## config.mk

```make
export PLATFORM = sky130hd
export DESIGN_NAME = ttl_74194_universal
export DESIGN_NICKNAME = d
export VERILOG_FILES = /design/src/rtl/ttl_pkg.sv /design/src/rtl/ttl_edge_qual.sv /design/src/rtl/ttl_74194_universal.sv
export SDC_FILE = /design/constraint.sdc
export NUM_CORES = 1
export LEC_CHECK = 0
export BUFFER_PORTS_ARGS = -buffer_cell sky130_fd_sc_hd__buf_2
export CAP_MARGIN = 10
export CORE_AREA = 2 2 39 41
export DETAILED_ROUTE_END_ITERATION = 8
export DIE_AREA = 0 0 41 43
export GPL_TIMING_DRIVEN = 0
export SYNTH_ARGS = -nofsm -noshare
export SYNTH_HDL_FRONTEND = slang
export SYNTH_SLANG_ARGS = --single-unit
```

## constraint.sdc

```tcl
create_clock -name Clk -period 1.37 [get_ports Clk]
set_clock_uncertainty 0.2 [all_clocks]
set_input_delay 0.137 -clock Clk [delete_from_list [all_inputs] [get_ports Clk]]
set_output_delay 0.137 -clock Clk [all_outputs]
set_load 0.005 [all_outputs]
```

## src/rtl/ttl_pkg.sv

```systemverilog
// ttl_pkg: mode-select encodings shared by the 74194 universal shift register.
package ttl_pkg;
    typedef enum logic [1:0] {
        MODE_HOLD = 2'b00,
        MODE_SHR  = 2'b01,
        MODE_SHL  = 2'b10,
        MODE_LOAD = 2'b11
    } mode_e;
endpackage

```

## src/rtl/ttl_edge_qual.sv

```systemverilog
// ttl_edge_qual: qualifies Chip_clk into an advance strobe for the Clk domain.
// TTL_74194_EDGE_DET_EN selects rising-edge detection; otherwise Chip_clk is a level enable.
module ttl_edge_qual (
    input  logic Clk,
    input  logic Reset,
    input  logic Chip_clk,
    output logic adv_q
);
`ifdef TTL_74194_EDGE_DET_EN
    logic prev_q;
    // Reset primes prev high so a Chip_clk held high through reset is not seen as an edge.
    always_ff @(posedge Clk)
        prev_q <= Reset ? 1'b1 : Chip_clk;
    assign adv_q = Chip_clk & ~prev_q;
`else
    logic unused_clk_rst;
    assign unused_clk_rst = Clk ^ Reset;
    assign adv_q = Chip_clk;
`endif
endmodule

```

## src/rtl/ttl_74194_universal.sv

```systemverilog
// ttl_74194_universal: 74194-style universal shift register clocked by an emulated TTL clock.
// Define TTL_74194_EDGE_DET_EN to advance only on Chip_clk rising edges.
module ttl_74194_universal
    import ttl_pkg::*;
#(
    parameter int               WIDTH = 4,
    parameter logic [WIDTH-1:0] INIT  = '0
) (
    input  logic             Clk,
    input  logic             Reset,
    input  logic             Chip_clk,
    input  logic             Clear_bar,
    input  logic             Preset_bar,
    input  logic [1:0]       S,
    input  logic             Dsr,
    input  logic             Dsl,
    input  logic [WIDTH-1:0] D,
    output logic [WIDTH-1:0] Q,
    output logic [WIDTH-1:0] Q_bar,
    output logic             Adv
);
    logic             adv;
    logic [WIDTH-1:0] q_q, q_d, mode_val;
    logic             adv_q, adv_d;
    mode_e            mode;

    ttl_edge_qual u_qual (
        .Clk      (Clk),
        .Reset    (Reset),
        .Chip_clk (Chip_clk),
        .adv_q    (adv)
    );

    assign mode = mode_e'(S);

    always_comb begin
        mode_val = mode == MODE_SHR  ? {q_q[WIDTH-2:0], Dsr} :
                   mode == MODE_SHL  ? {Dsl, q_q[WIDTH-1:1]} :
                   mode == MODE_LOAD ? D : q_q;
        q_d      = !Clear_bar  ? '0 :
                   !Preset_bar ? '1 :
                   adv         ? mode_val : q_q;
        adv_d    = adv & Clear_bar & Preset_bar;
    end

    always_ff @(posedge Clk) begin
        if (Reset) begin
            q_q   <= INIT;
            adv_q <= 1'b0;
        end else begin
            q_q   <= q_d;
            adv_q <= adv_d;
        end
    end

    assign Q     = q_q;
    assign Q_bar = ~q_q;
    assign Adv   = adv_q;
endmodule

```

==> results_dict.tcl, run 1 <==
set metrics [dict create \
    outcome "completed" \
    place_area_sq_um 440 \
    syn-cell-area_sq_um 320 \
    antenna_found_initial 0 \
    critPathLaunchType "input port" \
    grt_start_max_net_pins 9 \
    clock-sinks 5 \
    period_needed_ns 1.28 \
    dieWidth_um 41 \
    yosysMostFrequentCell "dfxtp_1" \
    pin_count 22 \
    vias 347 \
    drc_errors 0 \
    layout-drive-gt1-share_pct 48.3 \
    synth_compound_area_share_pct 28.5 \
    finalNonFillerCells 76 \
    synth_seq_cells 5 \
    root_buffer "clkbuf_4" \
    port_buffers 20 \
    h-tree-depth 1 \
    synthArstFlopShare_pct 0 \
    start_util_pct 23.1 \
    dr.first_iter.drc_count 2 \
    synth_edf_count 0 \
    r2r-start "Q[2]" \
    ctsHoldBuffers 2 \
    synthSimpleGateAreaFrac_pct 18.0 \
    cts.path.max_buffers 2 \
    vdd_drop_max_v 0.000449 \
    max-cap-violations 0 \
    path_clk_slew_ns 0.04 \
    setup_tns_ns 0 \
    setup_violations 0 \
    grt_usage_pct 11.6 \
    nets 74 \
    crit_arrival_ns 1.24 \
    cts_made_buffers 3 \
    synthFlopType "dfxtp_1" \
    cts_post_setup_buffers_inserted 0 \
    yosys-top-cells-count "5 x dfxtp_1, 4 x a22oi_1, 4 x inv_1" \
    synth_area_leaders "dfxtp_1 31%, mux2_4 14%, a22oi_1 9.4%, a21boi_0 7.0%, o22ai_1 5.9%" \
    rsz0062_at_grt "false" \
    yosysTopAreaCell "dfxtp_1" \
    dieHeight_um 43 \
    diodes 0 \
    cellPowerDensity_mw_per_mm2 887 \
    rows 14 \
    die_area_sq_mm 0.00176 \
    seq_area_sq_um 100 \
    synth.top_cell.area_share_pct 31.3 \
    hold_start "Dsl" \
    finalCritPeriodShare_pct 93.4 \
    critPathLaunch "Chip_clk" \
    ys_seq_area_share_pct 31.3 \
    p_leak_nw 0.231 \
    firstDrtPassIters 2 \
    routed_wl_um 778 \
    synth_top_family_by_area "compound AO/OA/AOI/OAI gates" \
    grt-ovfl-total 0 \
    grt_pass1_wl_um 1390 \
    hold_violations 0 \
    yosysWarnings 0 \
    drv_slew 0 \
    ant_nets 0 \
    dp_cells 70 \
    hp-class "input port to register" \
    synth.area.mux_share_pct 14.1 \
    clk_latency_ns 0.24 \
    core_sq_mm 0.00138 \
    synth_xor_area_share_pct 0 \
    cp_max_fo 4 \
    syn_avg_cell_area_sq_um 9.42 \
    syn_nets 47 \
    cts_tree "built" \
    synthToLayoutAreaGrowth_pct 52.0 \
    crit_required_ns 1.33 \
    final_area_sq_um 487 \
    slew_headroom_pct 82.0 \
    synth-adder-area-share_pct 0 \
    max_slew.worst_pin.slew_ns 0.269 \
    critPathKind "input port to register" \
    fmax_mhz 781 \
    grt_pass1_vias 358 \
    multiInputGateArea_sq_um 194 \
    wl_per_cell_um 10.2 \
    via_per_inst 4.57 \
    cts_resized 0 \
    place.gp.congestion 0.735 \
    crit_path_end_kind "register" \
    synth.distinct_cells 17 \
    syn-instance-count 34 \
    fillers 149 \
    dp_hpwl_um 605 \
]
-- registers in the layout, indices dropped and copies added, names as in the netlist --
signal and cells:
Adv 1, Q 4
-- layout make-up --
class	count	area share, %
multi-input combinational	24	39.8
timing repair buffer	22	24.7
sequential	5	20.6
clock buffer	4	5.40
tap	16	4.11
inverter	4	3.08
buffer	1	2.31
-- worst max-delay path: stages --
cell and delay (ns):
dlygate4sd3_1 0.53, buf_2 0.13, o21ai_1 0.16, a21boi_0 0.13, o22ai_1 0.16
-- through the flow --
stage	worst slack (ns)	hold slack (ns)	utilization [%]	power [mW]
2_1_floorplan	0.242	0.0749	-	0.217
3_3_place_gp	0.162	0.234	31.8	0.257
3_5_place_dp	0.159	0.239	31.8	0.258
4_1_cts	0.0905	0.0117	35.2	0.442
5_1_grt	0.0214	0.0153	35.2	0.464
6_report	0.0899	0.0141	35.2	0.432
-- power by group --
group          switching [mW]  internal (mW)  leakage, nW
Sequential            0.00738          0.154       0.0412
Combinational          0.0388         0.0582        0.175
Clock                  0.0629          0.110       0.0150
Total                   0.109          0.323        0.231
-- logic make-up (layout without fill, tap and decap cells) --
logic type             after synthesis  after routing
buffers and inverters                5             31
flip-flops                           5              5
AND/OR/NAND/NOR                      8              8
AO/OA/AOI/OAI                       13             13
multiplexers                         3              3
-- cell usage in the layout, fill, tap and decap left out --
master / count
buf_2: 20
dfxtp_1: 5
inv_1: 4
a22oi_1: 4
a21boi_0: 3
mux2_4: 3
o22ai_1: 3
clkbuf_4: 3
nand2b_1: 2
dlygate4sd3_1: 2
buf_6: 1
and2b_4: 1
and2b_1: 1
nor3b_2: 1
nand2_1: 1
o21ai_1: 1
a31oi_1: 1
o31a_1: 1
nand3b_1: 1
nor2_1: 1
clkbuf_1: 1
-- worst paths after layout --
path | endpoint | slack (ns) | depth (start not counted)
min reg2reg | Q[0] | 0.40 | 3
max reg2reg | Q[3] | 0.16 | 3
max | Q[1] | 0.09 | 5
min | Q[3] | 0.01 | 3
-- per-layer routing --
metal	global-route usage [%]	up-vias	routed length (um)
met4	4.00	0	0
li1	-	180	-
met3	4.71	0	61
met1	14.2	153	352
met2	17.5	14	364
met5	0	-	0
(Power assumes the default switching activity.)
==> run 2: changes to the inputs <==
--- a/config.mk
+++ b/config.mk
@@ -8,9 +8,11 @@
 export BUFFER_PORTS_ARGS = -buffer_cell sky130_fd_sc_hd__buf_2
 export CAP_MARGIN = 10
 export CORE_AREA = 2 2 39 41
+export CTS_BUF_LIST = sky130_fd_sc_hd__clkbuf_2 sky130_fd_sc_hd__clkbuf_4 sky130_fd_sc_hd__clkbuf_8
 export DETAILED_ROUTE_END_ITERATION = 8
 export DIE_AREA = 0 0 41 43
 export GPL_TIMING_DRIVEN = 0
+export MAX_ROUTING_LAYER = met4
 export SYNTH_ARGS = -nofsm -noshare
 export SYNTH_HDL_FRONTEND = slang
 export SYNTH_SLANG_ARGS = --single-unit
==> results_dict.tcl, run 2 (synthesized netlist as in run 1, its figures left out) <==
set metrics [dict create \
    outcome "completed" \
    drc_errors 0 \
    dr.first_iter.drc_count 3 \
    final_area_sq_um 490 \
    cp_max_fo 4 \
    critPathKind "input port to register" \
    ant_nets 0 \
    cellPowerDensity_mw_per_mm2 927 \
    rows 14 \
    layout_common_cells "20 x buf_2, 5 x dfxtp_1, 4 x inv_1, 4 x a22oi_1, 4 x clkbuf_4" \
    rsz0062_at_grt "false" \
    p_leak_nw 0.234 \
    h-tree-depth 1 \
    finalCritPeriodShare_pct 93.3 \
    use_met2_pct 19.4 \
    grt_pass1_vias 370 \
    hold_violations 0 \
    crit_end "Q[1]" \
    synthToLayoutAreaGrowth_pct 53.1 \
    grt_usage_pct 12.4 \
    cts_tree "built" \
    dp_hpwl_um 605 \
    grt-ovfl-total 0 \
    port_buffers 20 \
    grt_busiest_layer "met2" \
    use_met1_pct 13.9 \
    dieWidth_um 41 \
    path_clk_slew_ns 0.04 \
    clk_latency_ns 0.24 \
    drv_slew 0 \
    vias 352 \
    cts.path.max_buffers 2 \
    period_needed_ns 1.28 \
    wl_per_cell_um 11.0 \
    pin_count 22 \
    antenna_found_initial 0 \
    dieHeight_um 43 \
    gr-usage-met3_pct 4.71 \
    vdd_drop_max_v 0.000454 \
    reg2reg_depth 3 \
    cts_resized 0 \
    setup_violations 0 \
    r2r_slack_ns 0.16 \
    largest_reg_flops 4 \
    crit_arrival_ns 1.24 \
    fin_ws_ns 0.0919 \
    root_buffer "clkbuf_4" \
    layout_commonest_cell "buf_2" \
    crit_path_end_kind "register" \
    crit_required_ns 1.34 \
    place_area_sq_um 440 \
    max_slew.worst_pin.slew_ns 0.256 \
    grt_start_max_net_pins 9 \
    slew_headroom_pct 82.8 \
    fmax_mhz 782 \
    setup_tns_ns 0 \
    via_per_inst 4.63 \
    clock-sinks 5 \
    grt_pass1_wl_um 1440 \
    hp-class "input port to register" \
    hold_depth 3 \
    dp_slack_ns 0.159 \
    ctsHoldBuffers 2 \
    die_area_sq_mm 0.00176 \
    r2r_end "Q[3]" \
    fillers 150 \
    critPathLaunchType "input port" \
    r2r-start "Q[2]" \
    place.gp.congestion 0.744 \
    cts_post_setup_buffers_inserted 0 \
    critPathLaunch "Chip_clk" \
    max-cap-violations 0 \
    nets 74 \
    cts_made_buffers 3 \
    firstDrtPassIters 2 \
    routed_wl_um 836 \
    layout-drive-gt1-share_pct 50.0 \
    core_sq_mm 0.00138 \
    diodes 0 \
    start_util_pct 23.1 \
]
[run 2: worst min-delay path by stage]
stage,start,to,slack (ns)
floorplan,Preset_bar,Adv,0.07
global placement,Chip_clk,Adv,0.23
detailed placement,Chip_clk,Adv,0.24
CTS,Dsl,Q[3],0.01
global route,Dsl,Q[3],0.02
finish,Dsl,Q[3],0.01
[run 2: area by class of cell]
type                    instances  area [sq um]  area share (%)
multi-input cells              24           194            39.5
repair buffers                 22           120            24.5
flip-flops and latches          5           100            20.4
clock buffers                   4          30.0            6.12
well taps                      16          20.0            4.08
inverters                       4          15.0            3.06
plain buffers                   1          11.3            2.30
[run 2: stage by stage]
stage	cells	hold slack, ns	util [%]	total power, mW
4_1_cts	76	0.0117	35.4	0.463
5_1_grt	76	0.0153	35.4	0.485
3_5_place_dp	70	0.239	31.8	0.258
6_report	76	0.0112	35.4	0.455
2_1_floorplan	34	0.0749	-	0.217
3_3_place_gp	70	0.234	31.8	0.257
[run 2: worst max-delay path: stages]
cell	delay (ns)
dlygate4sd3_1	0.53
buf_2	0.13
o21ai_1	0.15
a21boi_0	0.14
o22ai_1	0.16
[run 2: per-layer routing]
metal  vias to the layer above  wire length, um
met1                       157              365
met2                        14              401
met5                         -                0
met4                         0                4
met3                         2               64
li1                        179                -
[run 2: power by group]
part	total [mW]	internal [mW]	switching (mW)	leakage [nW]
Clock	0.195	0.130	0.0645	0.0184
Combinational	0.0984	0.0583	0.0402	0.175
Sequential	0.162	0.154	0.00742	0.0412
Total	0.455	0.343	0.112	0.234
==> run 3: changes to the inputs <==
--- a/config.mk
+++ b/config.mk
@@ -5,6 +5,7 @@
 export SDC_FILE = /design/constraint.sdc
 export NUM_CORES = 1
 export LEC_CHECK = 0
+export ABC_AREA = 1
 export BUFFER_PORTS_ARGS = -buffer_cell sky130_fd_sc_hd__buf_2
 export CAP_MARGIN = 10
 export CORE_AREA = 2 2 39 41
==> results_dict.tcl, run 3 <==
set metrics [dict create \
    diodes 0 \
    layout_commonest_cell "buf_2" \
    setup_violations 0 \
    fmax_mhz 787 \
    setup_tns_ns 0 \
    drc_errors 0 \
    largest_reg_flops 4 \
    synth_area_leaders "dfxtp_1 27%, nand3_1 16%, nor2_1 16%, nand2_1 13%, inv_1 6.0%" \
    place.gp.congestion 0.811 \
    critPathKind "input port to register" \
    syn_nets 78 \
    synthFlopType "dfxtp_1" \
    antenna_found_initial 0 \
    layout_common_cells "21 x buf_2, 15 x nor2_1, 13 x nand2_1" \
    path_clk_slew_ns 0.05 \
    firstDrtPassIters 4 \
    yosys-top-cells-count "16 x nor2_1, 13 x nand2_1, 12 x nand3_1" \
    max-cap-violations 0 \
    p_leak_nw 0.287 \
    finalCritPeriodShare_pct 92.8 \
    cellPowerDensity_mw_per_mm2 854 \
    hp-class "input port to register" \
    dp_cells 100 \
    ys_seq_area_share_pct 26.6 \
    routed_wl_um 991 \
    crit_required_ns 1.31 \
    yosysWarnings 0 \
    root_buffer "clkbuf_4" \
    die_area_sq_mm 0.00176 \
    cts_tree "built" \
    synth.distinct_cells 16 \
    grt_pass1_wl_um 1590 \
    min_delay_worst_endpoint "Adv" \
    start_util_pct 27.2 \
    reg2reg_depth 6 \
    crit_path_end_kind "register" \
    dr.first_iter.drc_count 4 \
    layout-drive-gt1-share_pct 37.4 \
    place_area_sq_um 492 \
    cts_made_buffers 3 \
    final_area_sq_um 554 \
    cts_post_setup_buffers_inserted 0 \
    max_slew.worst_pin.slew_ns 0.221 \
    dieWidth_um 41 \
    yosysTopAreaCell "dfxtp_1" \
    wl_per_cell_um 9.26 \
    core_sq_mm 0.00138 \
    nets 105 \
    clk_latency_ns 0.25 \
    vias 468 \
    synthToLayoutAreaGrowth_pct 47.2 \
    outcome "completed" \
    grt-ovfl-total 0 \
    hold_violations 0 \
    rsz0062_at_grt "false" \
    slew_headroom_pct 85.3 \
    synth_seq_cells 5 \
    hold_start "Clear_bar" \
    via_per_inst 4.37 \
    grt_start_max_net_pins 11 \
    dp_hpwl_um 752 \
    r2r-start "Q[1]" \
    syn-instance-count 65 \
    cts.path.max_buffers 2 \
    yosysMostFrequentCell "nor2_1" \
    fin_total_pwr_mw 0.473 \
    port_buffers 19 \
    ant_nets 0 \
    rows 14 \
    synth_edf_count 0 \
    vdd_drop_max_v 0.000529 \
    synth.top_cell.area_share_pct 26.6 \
    r2r_slack_ns 0.35 \
    syn-cell-area_sq_um 377 \
    hold_depth 5 \
    finalNonFillerCells 107 \
    period_needed_ns 1.27 \
    worst_hold_slack_ns 0.0204 \
    synthArstFlopShare_pct 0 \
    pin_count 22 \
    grt_pass1_vias 415 \
    dieHeight_um 43 \
    drv_slew 0 \
    r2r_end "Q[0]" \
    h-tree-depth 1 \
    clock-sinks 5 \
    syn_avg_cell_area_sq_um 5.79 \
    cp_max_fo 3 \
    grt_usage_pct 14.2 \
    critPathLaunchType "input port" \
    crit_arrival_ns 1.22 \
]
run 3: changes by cell type after synthesis, sizes merged, moves of 4 or more:
cell and change:
a22oi -4, inv +4, nand2 +14, nand3 +13
nor2 +17
run 3: cell type report:
cell class | count | area, sq um
buffer | 2 | 10.0
clock buffer | 4 | 30.0
fill | 164 | 830
inverter | 8 | 32.5
multi-input combinational | 50 | 236
sequential | 5 | 100
tap | 16 | 20.0
timing repair buffer | 22 | 125
run 3: kinds of logic (layout without fill, tap and decap cells):
family	Yosys count	after routing	synth area share [%]
AOI/OAI and AO/OA	3	3	4.65
buffers and inverters	10	36	11.3
DFF	5	5	26.6
and+or+nand+nor	47	47	57.5
run 3: worst max path at each step:
stage                      end  depth (start not counted)  slack, ns      from
after global placement    Q[2]                          6       0.25      S[0]
after floorplan           Q[0]                          6       0.35      S[0]
after CTS                 Q[2]                          7       0.09  Chip_clk
final                     Q[2]                          7        0.1  Chip_clk
after global routing      Q[1]                          7       0.02  Chip_clk
after detailed placement  Q[2]                          6       0.24      S[0]
run 3: worst max-delay path, cell delays in order:
cell	delay [ns]
dlygate4sd3_1	0.52
buf_2	0.11
inv_2	0.05
nor2_2	0.14
nand3_1	0.08
nor2_1	0.12
nor2_1	0.05
run 3: routing by layer:
| layer | vias up | routed length [um] | track usage [%] | share of wire [%] |
|---|---|---|---|---|
| met3 | 0 | 87 | 9.42 | 8.8 |
| met4 | 0 | 0 | 4.00 | 0 |
| met1 | 196 | 427 | 15.4 | 43 |
| met2 | 16 | 476 | 20.6 | 48 |
| li1 | 256 | - | - | - |
| met5 | - | 0 | - | 0 |
run 3: what timing repair did:
item / CTS / global route
endpoints found under the hold margin: 3 / 0
hold buffers: 3 / 0
resized for setup: 0 / 2
endpoints found under the setup margin: 0 / 4
run 3: stage by stage:
stage                     utilization (%)  worst slack (ns)
after global routing                 40.1            0.0216
after detailed placement             35.5             0.240
after floorplan                         -             0.349
after CTS                            39.9            0.0868
after global placement               35.5             0.254
final                                40.1            0.0987
run 3: power by group:
group / internal (mW) / leakage [nW] / switching [mW]
Clock: 0.130 / 0.0184 / 0.0652
Combinational: 0.0537 / 0.227 / 0.0661
Sequential: 0.154 / 0.0412 / 0.00416
Total: 0.338 / 0.287 / 0.135
